## src/rtl/fetch_pkg.sv

```systemverilog
// Shared constants and types for the fetch queue.
// Queue entries carry an instruction word and the PC it was fetched from.
package fetch_pkg;

    localparam logic [31:0] NOP_INSTR = 32'h0000_0013;
    localparam int          FQ_XLEN   = 32;

    typedef struct packed {
        logic [31:0]        instr;
        logic [FQ_XLEN-1:0] pc;
    } fq_entry_t;

    // Counter width that can hold the values 0..depth inclusive.
    function automatic int fq_cnt_w(input int depth);
        return $clog2(depth) + 1;
    endfunction

endpackage

```

## src/rtl/fq_storage.sv

```systemverilog
// Entry array for the fetch queue.
// It has one write port and one asynchronous read port. The data is not reset.
module fq_storage #(
    parameter int DEPTH = 4,
    parameter int W     = 64
) (
    input  logic                     clk,
    input  logic                     i_wr_en,
    input  logic [$clog2(DEPTH)-1:0] i_wr_addr,
    input  logic [W-1:0]             i_wr_data,
    input  logic [$clog2(DEPTH)-1:0] i_rd_addr,
    output logic [W-1:0]             o_rd_data
);

    logic [W-1:0] r_mem [DEPTH];

    always_ff @(posedge clk) begin
        if (i_wr_en) begin
            r_mem[i_wr_addr] <= i_wr_data;
        end
    end

    assign o_rd_data = r_mem[i_rd_addr];

endmodule

```

## src/rtl/fetch_queue.sv

```systemverilog
// Instruction-fetch stage: it owns the fetch PC and buffers fetched words in a FIFO for Decode.
// Optional macro FETCH_QUEUE_BYPASS_EN lets an empty queue present the imem word to Decode in the same cycle.
module fetch_queue
    import fetch_pkg::*;
#(
    parameter int              XLEN     = 32,
    parameter int              DEPTH    = 4,
    parameter logic [XLEN-1:0] RESET_PC = '0
) (
    input  logic                   clk,
    input  logic                   reset,
    input  logic                   redirect,
    input  logic [XLEN-1:0]        redirect_pc,
    output logic [XLEN-1:0]        imem_addr,
    input  logic [31:0]            imem_rdata,
    input  logic                   take_d,
    output logic                   valid_d,
    output logic [31:0]            instr_d,
    output logic [XLEN-1:0]        pc_d,
    output logic [XLEN-1:0]        pcplus4_d,
    output logic [$clog2(DEPTH):0] count
);

    localparam int PW      = $clog2(DEPTH);
    localparam int CW      = fq_cnt_w(DEPTH);
    localparam int ENTRY_W = $bits(fq_entry_t) - FQ_XLEN + XLEN;
    localparam logic [CW-1:0] FULL = CW'(DEPTH);

    logic [XLEN-1:0]    r_fpc;
    logic [PW-1:0]      r_wr_ptr;
    logic [PW-1:0]      r_rd_ptr;
    logic [CW-1:0]      r_count;

    logic [ENTRY_W-1:0] w_rd_data;
    logic [31:0]        w_q_instr;
    logic [XLEN-1:0]    w_q_pc;
    logic               w_byp;
    logic               w_head_valid;
    logic [31:0]        w_head_instr;
    logic [XLEN-1:0]    w_head_pc;
    logic               w_push;
    logic               w_pop;
    logic               w_byp_take;
    logic               w_wr_en;
    logic               w_rd_adv;

    fq_storage #(
        .DEPTH (DEPTH),
        .W     (ENTRY_W)
    ) u_storage (
        .clk       (clk),
        .i_wr_en   (w_wr_en),
        .i_wr_addr (r_wr_ptr),
        .i_wr_data ({imem_rdata, r_fpc}),
        .i_rd_addr (r_rd_ptr),
        .o_rd_data (w_rd_data)
    );

    assign w_q_instr = w_rd_data[ENTRY_W-1 -: 32];
    assign w_q_pc    = w_rd_data[XLEN-1:0];

`ifdef FETCH_QUEUE_BYPASS_EN
    assign w_byp        = (r_count == '0) && !redirect;
    assign w_head_valid = (r_count != '0) || w_byp;
    assign w_head_instr = w_byp ? imem_rdata : w_q_instr;
    assign w_head_pc    = w_byp ? r_fpc : w_q_pc;
`else
    assign w_byp        = 1'b0;
    assign w_head_valid = (r_count != '0);
    assign w_head_instr = w_q_instr;
    assign w_head_pc    = w_q_pc;
`endif

    assign w_pop      = take_d && w_head_valid && !redirect;
    assign w_push     = !redirect && ((r_count < FULL) || w_pop);
    // A bypassed word consumed in the same cycle it is fetched never touches the array.
    assign w_byp_take = w_byp && w_pop;
    assign w_wr_en    = w_push && !w_byp_take;
    assign w_rd_adv   = w_pop && !w_byp_take;

    assign valid_d   = w_head_valid;
    assign instr_d   = w_head_valid ? w_head_instr : NOP_INSTR;
    assign pc_d      = w_head_valid ? w_head_pc : '0;
    assign pcplus4_d = w_head_valid ? (w_head_pc + XLEN'(4)) : '0;
    assign imem_addr = r_fpc;
    assign count     = r_count;

    always_ff @(posedge clk) begin
        if (reset) begin
            r_fpc    <= RESET_PC;
            r_wr_ptr <= '0;
            r_rd_ptr <= '0;
            r_count  <= '0;
        end else if (redirect) begin
            r_fpc    <= redirect_pc;
            r_wr_ptr <= '0;
            r_rd_ptr <= '0;
            r_count  <= '0;
        end else begin
            if (w_wr_en) begin
                r_wr_ptr <= r_wr_ptr + PW'(1);
            end
            if (w_rd_adv) begin
                r_rd_ptr <= r_rd_ptr + PW'(1);
            end
            if (w_push) begin
                r_fpc <= r_fpc + XLEN'(4);
            end
            r_count <= r_count + CW'(w_wr_en) - CW'(w_rd_adv);
        end
    end

endmodule

```

## config.mk

```make
export PLATFORM = sky130hd
export DESIGN_NAME = fetch_queue
export DESIGN_NICKNAME = d
export VERILOG_FILES = /design/src/rtl/fetch_pkg.sv /design/src/rtl/fq_storage.sv /design/src/rtl/fetch_queue.sv
export SDC_FILE = /design/constraint.sdc
export NUM_CORES = 1
export LEC_CHECK = 0
export CAP_MARGIN = 20
export CORE_UTILIZATION = 54
export CTS_CLUSTER_SIZE = 12
export DETAILED_ROUTE_END_ITERATION = 8
export PLACE_DENSITY = 0.85
export RECOVER_POWER = 50
export SKIP_CTS_REPAIR_TIMING = 1
export SYNTH_ARGS = -nofsm -noshare
export SYNTH_HDL_FRONTEND = slang
export SYNTH_HIERARCHICAL = 1
export SYNTH_SLANG_ARGS = --single-unit
```

## constraint.sdc

```tcl
create_clock -name clk -period 10.1 [get_ports clk]
set_input_delay 2.02 -clock clk [delete_from_list [all_inputs] [get_ports clk]]
set_output_delay 2.02 -clock clk [all_outputs]
set_load 0.005 [all_outputs]
```

==> After elaboration in Yosys (flattened, before gate mapping) <==
Memories as Yosys holds them, arrays and structs flattened. A register that Yosys moved wholly into a read port is not among the register bits.
Cells that the tools add are included.
{ "totals": {"mem_count": 1, "output_inout_bits": 132, "word_cells": 29, "regBits": 39, "input_bits": 68, "ramBits": 256} }
{ "mem_list": {"columns": ["memory", "words", "width", "rd", "rd_clocked_by_memory_dff", "write_ports", "line_no", "rtl"], "rows": [
  ["u_storage.r_mem", 4, 64, 1, 1, 1, "fq_storage.sv:15", "logic [W-1:0] r_mem [DEPTH];"]
]} }
{ "classes": {"order_cmp": 1, "n_reduce_logical": 8, "add_sub_neg": 6, "mux": 9} }
{ "op_table": {"columns": ["op", "n"], "rows": [
  ["two-way mux 32 bit", 5],
  ["adder 32 x 3 -> 32 bit, second input constant", 2],
  ["adder 2 x 1 -> 2 bit, second input constant", 2],
  ["two-way mux 2 bit", 2],
  ["adder 3 x 1 -> 3 bit", 1],
  ["logical AND 1 bit", 3],
  ["< comparator 3 bit, second input constant", 1],
  ["nonzero test 3 bit", 1],
  ["subtractor 3 x 1 -> 3 bit", 1],
  ["two-way mux 1 bit", 2],
  ["nonzero test 2 bit", 1],
  ["OR reduction 2 bit", 1],
  ["zero test 1 bit", 1],
  ["logical OR 1 bit", 1]
]} }

==> Logic depth before layout (Yosys ltp) <==
{ "depth": {"depth_word": 7, "mapped_depth": 12, "depth_no_buf": 10} }

==> Cells and area by module <==
The synthesis kept the hierarchy.
{ "by_module_without_submodules": {"columns": ["mod", "cells_per_inst", "n_inst", "seq_area_each_um2", "area_per_inst_um2"], "rows": [
  ["fq_storage", 338, 1, 7687.4, 9341.5],
  ["fetch_queue", 449, 1, 780.7, 3348.2]
]} }

==> Least setup slack after synthesis <==
Ideal clock, no wire load.
{ "synth_timing": {"path_kind": "input-to-reg", "from": "in redirect", "to": "mem u_storage.r_mem[0][0] (enable)", "setup_slack_ps": 2010, "arrival_ps": 7513, "setup_time_ps": 578, "n_path_buf": 2, "cell_stages": 5, "t_required_ps": 9522, "cell_sequence": "buf_2 nand2b_4 buf_2 a21oi_1 nor3b_1"} }
{ "synth_via": {"elab_chain_len": 6} }
{ "synth_lines": {"columns": ["element", "line_no", "rtl"], "rows": [
  ["from (decl)", "fetch_queue.sv:12", "input logic redirect,"],
  ["zero test 1 bit (*)", "fetch_queue.sv:74, fetch_queue.sv:75", null],
  ["logical AND 1 bit", "fetch_queue.sv:74", "assign w_pop = take_d && w_head_valid && !redirect;"],
  ["logical OR 1 bit", "fetch_queue.sv:75", "assign w_push = !redirect && ((r_count < FULL) || w_pop);"],
  ["logical AND 1 bit (*)", "fetch_queue.sv:75", null],
  ["net w_push", "fetch_queue.sv:41", "logic w_push;"],
  ["two-way mux 1 bit (*)", "fq_storage.sv:18", "if (i_wr_en) begin"],
  ["two-way mux 1 bit (not written as such) (*)", "fq_storage.sv:19", "r_mem[i_wr_addr] <= i_wr_data;"],
  ["to (decl)", "fq_storage.sv:15", null]
]} }
The timed path passes the listed nets; every way through them passes the cells marked *.

==> Final worst setup path <==
{ "layout_timing": {"from": "in redirect", "to": "mem u_storage.r_mem[3][60] (enable)"} }
Same word-level chain as after synthesis.

==> flow_results.org <==
** Status
- Status :: finished with violations
- The checks that failed: max-capacitance violations, max-slew violations.

** Critical path
- Reg-to-reg startpoint :: count[2]
- Required time at the endpoint of the critical path :: 10.18 ns
- Largest stage delay on the critical path :: 2.54 ns
- Critical path launch point type :: primary input
- The worst setup path is captured at a flop.
- At the worst endpoint, the arrival time is 7.06 ns.
- The worst register-to-register path ends at u_storage/r_mem[3][60].
- Register-to-Register Path Depth :: 2
- Critical Path Slowest Stage Cell :: and3_1
- Reg2reg setup slack :: 5.98 ns
- Along the worst path, the maximum fanout reaches 64.
- The critical path is of the primary input to flop type.
- Chain of cells forming the critical path :: buf_2 > clkbuf_1 > nand2b_1 > a21oi_1 > and3_1

** Global route
- Wire length of the first global-routing pass :: 41200 um
- GRT Resource Usage Total :: 0.225
- Global-route track usage on met3 :: 0.0357
- Gr ovfl total :: 0
- The initial antenna violation count was 0.
- Maximum number of pins on one net before global-route repair :: 67
- The number of global-route vias before repair came to about 7600.
- Met2 Usage GRT :: 0.373
- met2 is the most crowded layer.
- Met1 track demand over resource :: 0.309

** Final layout
- Antenna diode instance count :: 0
- In the final layout, the share of cells above drive strength 1 is 0.117.
- Post-route insts no fill :: 1318
- The finished cells cover 15700 um2.
- Measured on the finished design, the core utilization comes to 0.687.
- Fill cells in the final layout number about 1600.
- The area growth from synthesis to layout is 23.7%.
- In the final design database the tool counted ~1100 nets.

** Logic synthesis
- In this run, synthesis produced a sequential element count of about 300.
- Count of yosys warnings during synthesis :: 6
- In this run, synthesis inferred about 260 flip-flops with an integrated enable.
- Leading register cell type out of synthesis :: edfxtp_1
- For this run, the register share of the synthesized area comes to 0.667.
- Of all flip-flops after synthesis, the portion carrying an async set or reset was 0.
- Syn Inst Count :: 787
- Cell area after synthesis :: 12700 um2
- Mean instance size in the synthesized netlist :: roughly 16 um2
- Most frequent cells after synthesis :: edfxtp_1, and2_1, mux4_2
- Post-synth net total :: 860
- After synthesis, the netlist uses approximately 50 different library cells.
- The biggest area contributor in the post-synthesis netlist is edfxtp_1.
- Among all cell types in the netlist, the one instantiated most often is edfxtp_1.
- By area the synthesized netlist is led by edfxtp_1, mux4_2, dfxtp_1.
- Of the post-synthesis cell area, the dominant cell type holds 0.606.

** Power
- The completed layout was analyzed and its total power is roughly 2.6 mW.
- In this run the power density over the cells is 168 nW/um2.
- Reported leakage power :: roughly 5.3 nW
- Across the VDD grid, the largest voltage drop is 0.110 mV.

** Die
- Initial cell density of the core :: 0.555
- Pin placement for this block handled 200 I/O pins.
- Die boundary height :: 155 um
- After floorplanning, the core was sized to cover 22800 um2.
- Die footprint :: 24100 um2
- The floorplan has 55 rows.
- Die X :: 155 um

** Placed design
- Summing all placed instances gives a cell area of 14900 um2.
- Number of placed cells counting well taps :: approximately 1300
- Count of buffers from port buffering :: a little under 200
- DP Worst Slack :: 4.17 ns
- The congestion estimate from routability-driven global placement came to a little over 0.8.
- The wire-length estimate of the detail-placed layout is 16500 um.

** STA
- Transition time of the tightest slew-check pin :: 3.32 ns
- The max-slew violation count was 121.
- Final-report setup violation count :: 0
- Setup TNS after final layout :: 0 ns
- Hold is met by 0.533 ns.
- The final-report hold violation count was 0.
- Of the available clock period, the critical path in the final layout requires 0.691.
- RSZ-0062 raised after global routing :: no
- Max-slew headroom :: -1.21
- Final Critical Period :: 6.98 ns
- Fmax achieved :: 143 MHz
- Between clock sinks in the finished design, the worst skew comes to 0.0223 ns.
- Setup slack on the critical path of the routed design comes to 3.12 ns.

** Detailed routing
- The final route contains 7533 vias.
- Detailed-route DRC error count :: 0
- Total iterations of the first detailed-routing run :: 5
- DRT Wirelength :: 26700 um
- Post-detailed-route count of antenna-violating nets :: 0
- After detailed routing, the number of vias per cell comes to 5.72.
- The first routing iteration left 575 violations.
- Detail-routed net length per standard cell :: 20.2 um

** Clocking
- Clock net sink count :: 295
- CTS clk-pin slew, worst paths :: 0.06 ns
- In this run the clock root is driven by a clkbuf_16.
- Skew-Pair Late Insertion Delay :: 0.55 ns
- Buffer levels on the longest clock path :: 3
- TritonCTS created 30 clock buffers.
- TritonCTS built the clock tree.
- H-tree levels :: 1

** Run
- Count of max-cap constraint violations :: 2

** Worst hold path
- For hold timing, the worst endpoint is u_storage/r_mem[1][0].
- Startpoint of the most critical hold path :: imem_addr[0]
- Worst hold path class :: flop to flop
- The worst hold path was traced through 0 stages.
[logic make-up (layout without fill, tap and decap cells)]
kind of cell    Yosys count  after routing  synth area share
compound gates           49             49            0.0267
xor+xnor                 52             52            0.0359
fa+ha+maj                 5              5           0.00552
buf+inv                  65            283            0.0294
flops                   295            295             0.667
mux                      79             79             0.127
simple gates            242            242             0.108
[layout make-up]
type	instances	area [um2]	share of cell area
timing repair buffer	206	2040	0.130
clock buffer	51	840	0.0535
sequential	295	8480	0.540
inverter	21	78.8	0.00502
tap	313	392	0.0249
clock inverter	5	40.0	0.00255
multi-input combinational	427	3840	0.244
[worst max-delay path: cells and delay by family]
family	cells	cell delay (ns)
simple gates	2	3.34
compound gates	1	0.58
buf+inv	2	1.06
[metal layers]
| metal | up-vias | wire (um) |
|---|---|---|
| li1 | 3404 | - |
| met1 | 3734 | 11000 |
| met2 | 350 | 13200 |
| met3 | 45 | 1920 |
| met4 | 0 | 622 |
| met5 | - | 0 |
[sequential cells by signal, summed over array words and instances, names as in the netlist]
name,cells
r_rd_ptr,2
r_wr_ptr,2
count,3
imem_addr,32
u_storage/r_mem,256
[cell usage in the layout, fill, tap and decap left out, types with 9 or more instances in the layout]
| cell type | n |
|---|---|
| clkbuf_16 | 30 |
| nand3_1 | 24 |
| mux4_2 | 60 |
| o21a_1 | 12 |
| dlygate4sd3_1 | 67 |
| clkbuf_1 | 21 |
| xor2_1 | 39 |
| inv_1 | 20 |
| nand2_1 | 20 |
| nor2_1 | 53 |
| and3_1 | 9 |
| xnor2_1 | 13 |
| mux2i_1 | 14 |
| nor3_1 | 16 |
| clkdlybuf4s50_1 | 131 |
| nand4_1 | 15 |
| a21oi_1 | 18 |
| edfxtp_1 | 256 |
| and2_1 | 62 |
| dfxtp_1 | 37 |
[how the worst max path moves through the flow]
stage                                  end  cells past startpoint   startpoint
CTS                          pcplus4_d[26]                      8  r_rd_ptr[0]
detailed placement           pcplus4_d[26]                      8  r_rd_ptr[0]
global placement             pcplus4_d[29]                      8  r_rd_ptr[0]
finish              u_storage/r_mem[3][60]                      5     redirect
floorplan            u_storage/r_mem[0][0]                      5     redirect
global route        u_storage/r_mem[3][59]                      5     redirect
[power by group]
| part | internal (mW) | switching (mW) |
|---|---|---|
| Combinational | 0.128 | 0.108 |
| Clock | 0.563 | 0.428 |
| Sequential | 1.37 | 0.0336 |
No activity file was read; power rests on OpenSTA's default activity.
